## config.mk

```make
export PLATFORM = sky130hd
export DESIGN_NAME = control_unit
export DESIGN_NICKNAME = d
export VERILOG_FILES = /design/src/rtl/control_unit.sv
export SDC_FILE = /design/constraint.sdc
export NUM_CORES = 1
export LEC_CHECK = 0
export ABC_AREA = 1
export BUFFER_PORTS_ARGS = -buffer_cell sky130_fd_sc_hd__buf_2
export CAP_MARGIN = 5
export CORE_MARGIN = 5
export CORE_UTILIZATION = 30
export DETAILED_ROUTE_END_ITERATION = 7
export RECOVER_POWER = 50
export SLEW_MARGIN = 15
export SYNTH_ARGS = -nofsm -noshare
export SYNTH_HDL_FRONTEND = slang
export SYNTH_SLANG_ARGS = --single-unit
```

## constraint.sdc

```tcl
create_clock -name clk -period 2.2 [get_ports clk]
set_input_delay 0.33 -clock clk [delete_from_list [all_inputs] [get_ports clk]]
set_output_delay 0.33 -clock clk [all_outputs]
set_load 0.01 [all_outputs]
```

## src/rtl/control_unit.sv

```systemverilog
// control_unit: registered RV32I instruction decoder.
// Decodes instr_word into ALU/branch/jump/writeback controls; every output
// is a flop updated on the rising edge of clk (latency one cycle).
// Ports:
//   clk          rising-edge clock
//   rst          synchronous active-high reset (forces the "invalid" decode)
//   instr_word   [31:0] instruction to decode
//   alu_ctrl     [3:0]  ALU operation code
//   shamt_en     ALU operand B taken from instr_word[24:20]
//   branch_ctrl  [2:0]  conditional-branch condition code (0 = none)
//   jump_ctrl    JAL/JALR
//   reg_write    write rd in the register file
//   inst_type    [2:0]  instruction format class (7 = invalid)
module control_unit (
    input  logic        clk,
    input  logic        rst,
    input  logic [31:0] instr_word,
    output logic [3:0]  alu_ctrl,
    output logic        shamt_en,
    output logic [2:0]  branch_ctrl,
    output logic        jump_ctrl,
    output logic        reg_write,
    output logic [2:0]  inst_type
);

    typedef enum logic [2:0] {
        TYPE_R       = 3'b000,
        TYPE_I       = 3'b001,
        TYPE_LOAD    = 3'b010,
        TYPE_S       = 3'b011,
        TYPE_B       = 3'b100,
        TYPE_U       = 3'b101,
        TYPE_J       = 3'b110,
        TYPE_INVALID = 3'b111
    } inst_type_e;

    typedef enum logic [3:0] {
        ALU_ADD   = 4'b0000,
        ALU_SUB   = 4'b0001,
        ALU_SLL   = 4'b0010,
        ALU_SLT   = 4'b0011,
        ALU_SLTU  = 4'b0100,
        ALU_XOR   = 4'b0101,
        ALU_SRL   = 4'b0110,
        ALU_SRA   = 4'b0111,
        ALU_OR    = 4'b1000,
        ALU_AND   = 4'b1001,
        ALU_PASSB = 4'b1010
    } alu_op_e;

    typedef enum logic [6:0] {
        OP_R      = 7'b0110011,
        OP_I      = 7'b0010011,
        OP_LOAD   = 7'b0000011,
        OP_STORE  = 7'b0100011,
        OP_BRANCH = 7'b1100011,
        OP_LUI    = 7'b0110111,
        OP_AUIPC  = 7'b0010111,
        OP_JAL    = 7'b1101111,
        OP_JALR   = 7'b1100111
    } opcode_e;

    logic [6:0] opcode;
    logic [2:0] funct3;
    logic       alt;

    inst_type_e inst_type_d, inst_type_q;
    alu_op_e    alu_ctrl_d, alu_ctrl_q;
    logic       shamt_en_d, shamt_en_q;
    logic [2:0] branch_ctrl_d, branch_ctrl_q;
    logic       jump_ctrl_d, jump_ctrl_q;
    logic       reg_write_d, reg_write_q;

    assign opcode = instr_word[6:0];
    assign funct3 = instr_word[14:12];
    assign alt    = instr_word[30];

    // Shared R/I funct3 mapping; alt selects SUB/SRA where it applies.
    function automatic alu_op_e arith_op(input logic [2:0] f3, input logic sel_alt);
        alu_op_e op;
        case (f3)
            3'b000:  op = sel_alt ? ALU_SUB : ALU_ADD;
            3'b001:  op = ALU_SLL;
            3'b010:  op = ALU_SLT;
            3'b011:  op = ALU_SLTU;
            3'b100:  op = ALU_XOR;
            3'b101:  op = sel_alt ? ALU_SRA : ALU_SRL;
            3'b110:  op = ALU_OR;
            default: op = ALU_AND;
        endcase
        return op;
    endfunction

    always_comb begin
        inst_type_d   = TYPE_INVALID;
        alu_ctrl_d    = ALU_ADD;
        shamt_en_d    = 1'b0;
        branch_ctrl_d = '0;
        jump_ctrl_d   = 1'b0;
        reg_write_d   = 1'b0;

        case (opcode)
            OP_R: begin
                inst_type_d = TYPE_R;
                alu_ctrl_d  = arith_op(funct3, alt);
                reg_write_d = 1'b1;
            end
            OP_I: begin
                inst_type_d = TYPE_I;
                // ADDI has no SUBI form, so bit30 is immediate data there.
                alu_ctrl_d  = arith_op(funct3, alt && (funct3 == 3'b101));
                shamt_en_d  = (funct3 == 3'b001) || (funct3 == 3'b101);
                reg_write_d = 1'b1;
            end
            OP_LOAD: begin
                inst_type_d = TYPE_LOAD;
                reg_write_d = 1'b1;
            end
            OP_STORE: begin
                inst_type_d = TYPE_S;
            end
            OP_BRANCH: begin
                // funct3 01x is not a defined branch; leave the invalid defaults.
                if (funct3[2:1] != 2'b01) begin
                    inst_type_d   = TYPE_B;
                    alu_ctrl_d    = ALU_SUB;
                    // 000/001 -> 1/2, 100..111 -> 3..6
                    branch_ctrl_d = funct3[2] ? (3'({1'b0, funct3[1:0]}) + 3'd3)
                                              : (3'({2'b00, funct3[0]}) + 3'd1);
                end
            end
            OP_LUI: begin
                inst_type_d = TYPE_U;
                alu_ctrl_d  = ALU_PASSB;
                reg_write_d = 1'b1;
            end
            OP_AUIPC: begin
                inst_type_d = TYPE_U;
                reg_write_d = 1'b1;
            end
            OP_JAL, OP_JALR: begin
                inst_type_d = TYPE_J;
                jump_ctrl_d = 1'b1;
                reg_write_d = 1'b1;
            end
            default: ;
        endcase
    end

    always_ff @(posedge clk) begin
        if (rst) begin
            inst_type_q   <= TYPE_INVALID;
            alu_ctrl_q    <= ALU_ADD;
            shamt_en_q    <= 1'b0;
            branch_ctrl_q <= '0;
            jump_ctrl_q   <= 1'b0;
            reg_write_q   <= 1'b0;
        end else begin
            inst_type_q   <= inst_type_d;
            alu_ctrl_q    <= alu_ctrl_d;
            shamt_en_q    <= shamt_en_d;
            branch_ctrl_q <= branch_ctrl_d;
            jump_ctrl_q   <= jump_ctrl_d;
            reg_write_q   <= reg_write_d;
        end
    end

    assign inst_type   = inst_type_q;
    assign alu_ctrl    = alu_ctrl_q;
    assign shamt_en    = shamt_en_q;
    assign branch_ctrl = branch_ctrl_q;
    assign jump_ctrl   = jump_ctrl_q;
    assign reg_write   = reg_write_q;

endmodule

```

# Yosys cells after proc, flatten, opt, wreduce, memory -nomap -nowiden
# Index checks and enable logic that the tools add are counted.
# op_classes
magnitude_cmp,0
bitwise,3
addsub,2
eq_ne,16
div_mod_pow,0
n_shift,0
n_mul,0
muxes,13
reduce_logical,8
# op_table
op,count
$pmux W4 S7,2
$eq A7 B6 Y1 const B,3
$eq A7 B7 Y1 const B,3
$pmux W3 S7,1
$pmux W4 S4,1
$eq A7 B5 Y1 const B,2
$eq A3 B3 Y1 const B,3
$eq A7 B2 Y1 const B,1
$mux W1,7
$reduce_or A7 Y1,1
$eq A3 B2 Y1 const B,2
$reduce_or A2 Y1,3
$add A2 B2 Y3 const B,1
$eq A3 B1 Y1 const B,1
$logic_not A3 Y1,1
$mux W3,1
$not A1 Y1,3
$reduce_or A3 Y1,1
$add A1 B1 Y2 const B,1
$mux W2,1
$ne A2 B1 Y1 const B,1
$logic_and A1 B1 Y1,1
$logic_or A1 B1 Y1,1
# totals
regBits,13
output_inout_bits,13
latchBits,0
ram_bits,0
n_memories,0
wordCells,48
mem_bits_ro,0
inputBits,34

# Longest topological paths before layout
# Gate-level depths: netlist (run 1).
# logic_depth
word_depth,5
ltp_mapped,9
depth_no_buf,9

# Least setup slack after synthesis (run 1)
# No wires, ideal clock.
# synth_path
kind,input -> register
start,input port instr_word[12]
end,register alu_ctrl_q[0] (netlist: alu_ctrl[0])
cell_stages,9
path_slack_ns,1.065
required_time_ns,2.129
arrival_time_ns,1.065
path_cell_list,inv_1 > ha_1 > nand2_1 > nand2_1 > nor2_1 > nand2_1 > nand2_1 > nand2_1 > a21oi_1
# synth_via
elab_chain_len,5
elab_cells_between_ends,13
cone_classes,eq/ne (6); mux (5); reduce/logical (2)
# synth_rtl
item,line,rtl
start: declaration,17,"input logic [31:0] instr_word,"
$eq A3 B3 Y1,"81, 111",
$logic_and A1 B1 Y1,111,"alu_ctrl_d = arith_op(funct3, alt && (funct3 == 3'b101));"
$mux W1,"82, 87",
$pmux W4 S7,81,case (f3)
$pmux W4 S4 (*),102,case (opcode)
end signal: assignment,160,alu_ctrl_q <= alu_ctrl_d;
end: declaration,68,"alu_op_e alu_ctrl_d, alu_ctrl_q;"
# Every way passes the cells marked *; elsewhere a longest branch is shown, timed or not.
# A chain may end at the register's enable or synchronous reset.

# Final worst setup path (run 1)
# layout_path
start,input port instr_word[12]
end,register alu_ctrl_q[3] (netlist: alu_ctrl[3])
# layout_via
elab_chain_len,3
elab_cells_between_ends,10
cone_classes,eq/ne (6); mux (3); reduce/logical (1)
# layout_rtl
item,line
"$eq A3 B3 Y1, or another cell as far along",81
$pmux W4 S7,81
$pmux W4 S4 (*),102
# Marked as above.

==> metrics, run 1 <==
Pint roughly 0.00033 W; Final Total Pwr roughly 0.00045 W; critical path launch point type input port; CTS clk-pin slew, worst paths 0.08 ns; hold endpoint inst_type[2]$_SDFF_PP1_; root buf cell clkbuf_4; number of max-cap violations 0; sequential area share after synthesis approximately 38%; Synth cell types 17; Arrival @ worst endpoint 1.46 ns; Flop pwr share a little over half; IO Pins 47; final period utilization roughly 57%; row count 17; largest net degree at the start of global routing 12; hold_sp instr_word[6]; Total Routing Usage GR between 10% and 20%; worst path required time about 2.4 ns; Clock Path Buffers 2; crit-path max FO 5; share of layout cells above drive strength 1 between 15 and 20%; vias just under 700; # nets final 169; fill count around 280; DR vias/cell ~4.3; CTS tree yes; Sequential Area 260.3 um^2; TritonCTS Sinks 13; NetSw about 0.00012 W; total grt overflow 0; Layout area overhead 23.01%; Detail Route Antenna Nets 0; sw frac between 20% and 30%; initial antenna violation count 0; post-DR wirelength/cell approximately 9.8 um; TritonCTS Buffers 3; # diodes 0; # setup viols final 0; die area 3362 um^2; mean post-synth cell area roughly 6.7 um^2; core area between 2000 and 2500 um^2; relative slew slack ~79%; CTS H-tree depth 1; Yosys warning total 0; power share of the clock group ~33%; Remaining DRCs 0; cts repair resizes 0; Placer Congestion 0.8059; Port-buffer cells 25; cells after synthesis approximately 100; # hold bufs at CTS 0; DP Wirelength around 1300 um; most common cell after layout, fill and taps aside nand2_1; die height a little under 60 um; Crit. End Element flip-flop; Setup TNS 0 ns; pwr dens 529.1 nW/um^2; post-route cell area about 850 um^2; drt pass-1 iters 4; Post-CTS Setup Inserts 0; Lkg Pwr between 0.4 and 0.5 nW; Post-Syn Nets 141; combinational cell fraction of total power about 15%; Yosys reg bits 13; worst hold margin roughly 0.34 ns; Post-Route WL approximately 1600 um; initial core utilization approximately 31%; Worst Hold Path Cells 3; most frequent cells in the layout nand2_1 (25), inv_1 (15), nor2_1 (15), buf_2 (15), dfxtp_1 (13); multi-input combinational cell area about 350 um^2; Final Hold Vio Count 0; max-slew violations 0; Die X between 50 and 60 um; final core occ 38.41%; CP Class input port to flip-flop; DRT iter0 DRCs 11; Area after DPL between 800 and 900 um^2; unrepaired setup endpoints after global routing no; Syn Std Cell Area just under 700 um^2; Worst Hold Class input port to flip-flop; Max VDD drop about 0.0003 V; vias in the first global route 654; first-pass GRT wire length about 2500 um; worst slew pin tran 0.3113 ns; fmax 798.9 MHz; Final Critical Period between 1 and 1.5 ns; status completed
[critical path, cell delays in order]
cell and delay (ns):
clkbuf_1 0.17, inv_1 0.09, ha_1 0.23, nand2_1 0.09, nand2_1 0.06, nor2_1 0.14, nand2_1 0.10, nand2_1 0.07
nand2_1 0.04, a21oi_1 0.13
[through the flow]
step / cells / setup slack, ns
floorplan: 103 / 1.065
global placement: 154 / 0.8345
detailed placement: 154 / 0.7690
CTS: 158 / 1.059
global route: 158 / 0.8800
finish: 158 / 0.9483
[synth_stat cells]
| library cell | instances | area, um^2 |
|---|---|---|
| nand2_1 | 25 | 93.84 |
| inv_1 | 15 | 56.30 |
| dfxtp_1 | 13 | 260.3 |
| nor2_1 | 13 | 48.80 |
| nand3_1 | 8 | 40.04 |
| nor3_1 | 6 | 30.03 |
| a21oi_1 | 5 | 25.02 |
| ha_1 | 4 | 50.05 |
| inv_2 | 3 | 11.26 |
| o21ai_0 | 3 | 15.01 |
| nor2_2 | 2 | 12.51 |
| and2_4 | 1 | 8.760 |
| buf_4 | 1 | 7.510 |
| clkbuf_1 | 1 | 3.750 |
| nand3_2 | 1 | 10.01 |
| nor2_4 | 1 | 11.26 |
| nor4_1 | 1 | 6.260 |
[final cells by class]
type / instances / area share (%)
timing repair buffer: 25 / 13.25
clock inverter: 1 / 0.5891
tap: 28 / 4.124
multi-input combinational: 70 / 40.80
sequential: 13 / 30.63
inverter: 18 / 7.953
clock buffer: 3 / 2.651
[state kept, by name, summed over array words and instances, names as in the netlist]
| signal | flops |
|---|---|
| jump_ctrl | 1 |
| shamt_en | 1 |
| inst_type | 3 |
| reg_write | 1 |
| alu_ctrl | 4 |
| branch_ctrl | 3 |
[power by group through the flow]
stage               Clock, W  Sequential, W  Combinational, W
floorplan                  0       0.000244         0.0000415
global placement           0       0.000243         0.0000652
detailed placement         0       0.000243         0.0000670
CTS                 0.000152       0.000237         0.0000671
global route        0.000164       0.000238         0.0000751
finish              0.000146       0.000237         0.0000656
[layer usage]
layer,track usage (%),wire [um],part of all wire (%)
met4,9.603,63,4.1
met2,14.52,681,44
met3,2.227,104,6.7
met5,0,0,0
met1,12.10,704,45
[logic make-up (layout without fill, tap and decap cells)]
group / after synthesis / count (layout) / share of synthesized area (%)
and+or+nand+nor: 58 / 58 / 37.86
buffers and inverters: 20 / 47 / 11.41
DFF: 13 / 13 / 37.68
AOI/OAI and AO/OA: 8 / 8 / 5.796
adders and majority gates: 4 / 4 / 7.247
[how the worst max path moves through the flow]
stage / cells after the start / startpoint / slack, ns / to
after global routing: 10 / instr_word[12] / 0.88 / alu_ctrl[0]$_SDFF_PP0_
after detailed placement: 10 / instr_word[12] / 0.77 / alu_ctrl[3]$_SDFF_PP0_
after CTS: 10 / instr_word[12] / 1.06 / alu_ctrl[3]$_SDFF_PP0_
final: 10 / instr_word[12] / 0.95 / alu_ctrl[3]$_SDFF_PP0_
after floorplan: 9 / instr_word[12] / 1.06 / alu_ctrl[0]$_SDFF_PP0_
after global placement: 10 / instr_word[12] / 0.83 / alu_ctrl[3]$_SDFF_PP0_
Power figures use the tool's default switching activity.
==> inputs of run 2 (changes only) <==
==> constraint.sdc (replaced) <==
create_clock -name clk -period 1.02 [get_ports clk]
set_input_delay 0.153 -clock clk [delete_from_list [all_inputs] [get_ports clk]]
set_output_delay 0.153 -clock clk [all_outputs]
set_load 0.01 [all_outputs]
==> run 2 against run 1 <==
Effect of this change:
- worst setup slack worse by 0.84 ns
- sequential power is 120% higher
- wire length is 1.9% higher
- first-iteration DRC count is 110% higher
- largest power group unchanged
- hold slack worse by 0.18 ns
- clock-buffer cell count stayed put
- cell count is 7.6% higher
- critical path type unchanged
- global-route usage is 0.46 points higher
- non-clock buffer count is 12 higher
- cell area is 11% higher
- power is 120% higher
- largest cell class unchanged
==> metrics, run 2 (synthesized netlist as in run 1, its figures left out) <==
# diodes 0; unrepaired setup endpoints after global routing no; largest net degree at the start of global routing 12; status completed; Worst Hold Class input port to flip-flop; # hold bufs at CTS 0; critical path launch point type input port; vias slightly above 700; vias in the first global route 640; Finished Layout Cells 170; fill count between 200 and 300; TritonCTS Buffers 3; Max VDD drop approximately 0.00057 V; Layout area overhead 36.23%; Placer Congestion approximately 0.78; relative slew slack 79.88%; cts repair resizes 0; Post-Route WL between 1500 and 2000 um; final core occ approximately 43%; Total Routing Usage GR 10.53%; CP bufs+invs 2; initial core utilization about 31%; Die X approximately 58 um; max reg flops 4; CP Class input port to flip-flop; max-slew violations 0; met2 Use GR 16.29%; initial antenna violation count 0; Remaining DRCs 0; Worst path top cell family by delay simple AND/OR/NAND/NOR gates; # nets final ~180; GRT busiest layer met2; Arrival @ worst endpoint about 1.1 ns; DR vias/cell 4.224; crit-path max cell delay between 0.2 and 0.25 ns; pwr dens roughly 1100 nW/um^2; first-pass GRT wire length between 2000 and 3000 um; number of max-cap violations 0; most common cell after layout, fill and taps aside nand2_1; CTS clk-pin slew, worst paths around 0.08 ns; final period utilization a little under 90%; die area approximately 3400 um^2; M1 GR Usage a little under an eighth; Clock Path Buffers 2; Placed Instances around 170; met3 Track Usage GR under 10%; Final Hold Vio Count 0; crit-path max FO 4; DRT iter0 DRCs 23; TritonCTS Sinks 13; core area roughly 2200 um^2; CTS H-tree depth 1; Final Total Pwr around 0.0010 W; Detail Route Antenna Nets 0; Lkg Pwr 0.4857 nW; root buf cell clkbuf_4; row count 17; total grt overflow 0; most frequent cells in the layout nand2_1 (25), buf_2 (16), inv_1 (15), nor2_1 (15), dfxtp_1 (13); Critical Path, Cell by Cell buf_2 > inv_1 > ha_1 > nand2_1 > nand2_1 > nor2_1 > nand2_1 > nand2_1 > nand2_1 > a21oi_1; most used cell, CP nand2_1; post-DR wirelength/cell 9.324 um; die height between 50 and 60 um; Port-buffer cells 25; share of layout cells above drive strength 1 roughly 27%; worst slew pin tran 0.2995 ns; CTS tree yes; Final Critical Period around 0.9 ns; Post-CTS Setup Inserts 0; worst path required time between 1 and 1.5 ns; IO Pins 47; Crit. End Element flip-flop; drt pass-1 iters 6; Crit-path slowest cell ha_1; fmax between 1000 and 1500 MHz; # setup viols final 0; DP Wirelength about 1300 um
run 2: layout make-up:
type	count	area, um^2	area share, %
Clock buffer	3	22.52	2.394
Clock inverter	1	5.005	0.5319
Inverter	18	67.56	7.181
Multi-Input combinational cell	70	346.6	36.84
Sequential cell	13	260.3	27.66
Tap cell	28	35.03	3.723
Timing Repair Buffer	37	203.9	21.68
run 2: tightest hold or removal path, delay by kind of cell:
family / cells / cell delay (ns)
buf+inv: 2 / 0.19
simple gates: 1 / 0.07
run 2: per-layer routing:
layer,vias up,routed length [um]
li1,396,-
met1,294,733
met2,24,684
met3,4,104
met4,0,62
met5,-,0
run 2: power by group:
group          internal, W  total [W]  switching, W
sequential        0.000511   0.000512   0.000000807
combinational    0.0000729   0.000168     0.0000951
clock             0.000145   0.000321      0.000176
total             0.000730    0.00100      0.000271
run 2: stage by stage:
step / TNS, ns / hold slack (ns) / area [um^2] / setup WS, ns
6_report: 0 / 0.1635 / 940.9 / 0.1112
5_1_grt: 0 / 0.1616 / 940.9 / 0.01043
4_1_cts: 0 / 0.1619 / 957.2 / 0.1240
3_5_place_dp: -0.7321 / 0.4607 / 929.6 / -0.1631
3_3_place_gp: -0.6733 / 0.4503 / 929.6 / -0.1559
2_1_floorplan: 0 / 0.2306 / 690.7 / 0.06158
run 2: worst paths after layout:
| check | start | end | cells past startpoint |
|---|---|---|---|
| hold / removal | instr_word[6] | inst_type[2]$_SDFF_PP1_ | 3 |
| setup / recovery | instr_word[12] | alu_ctrl[0]$_SDFF_PP0_ | 10 |
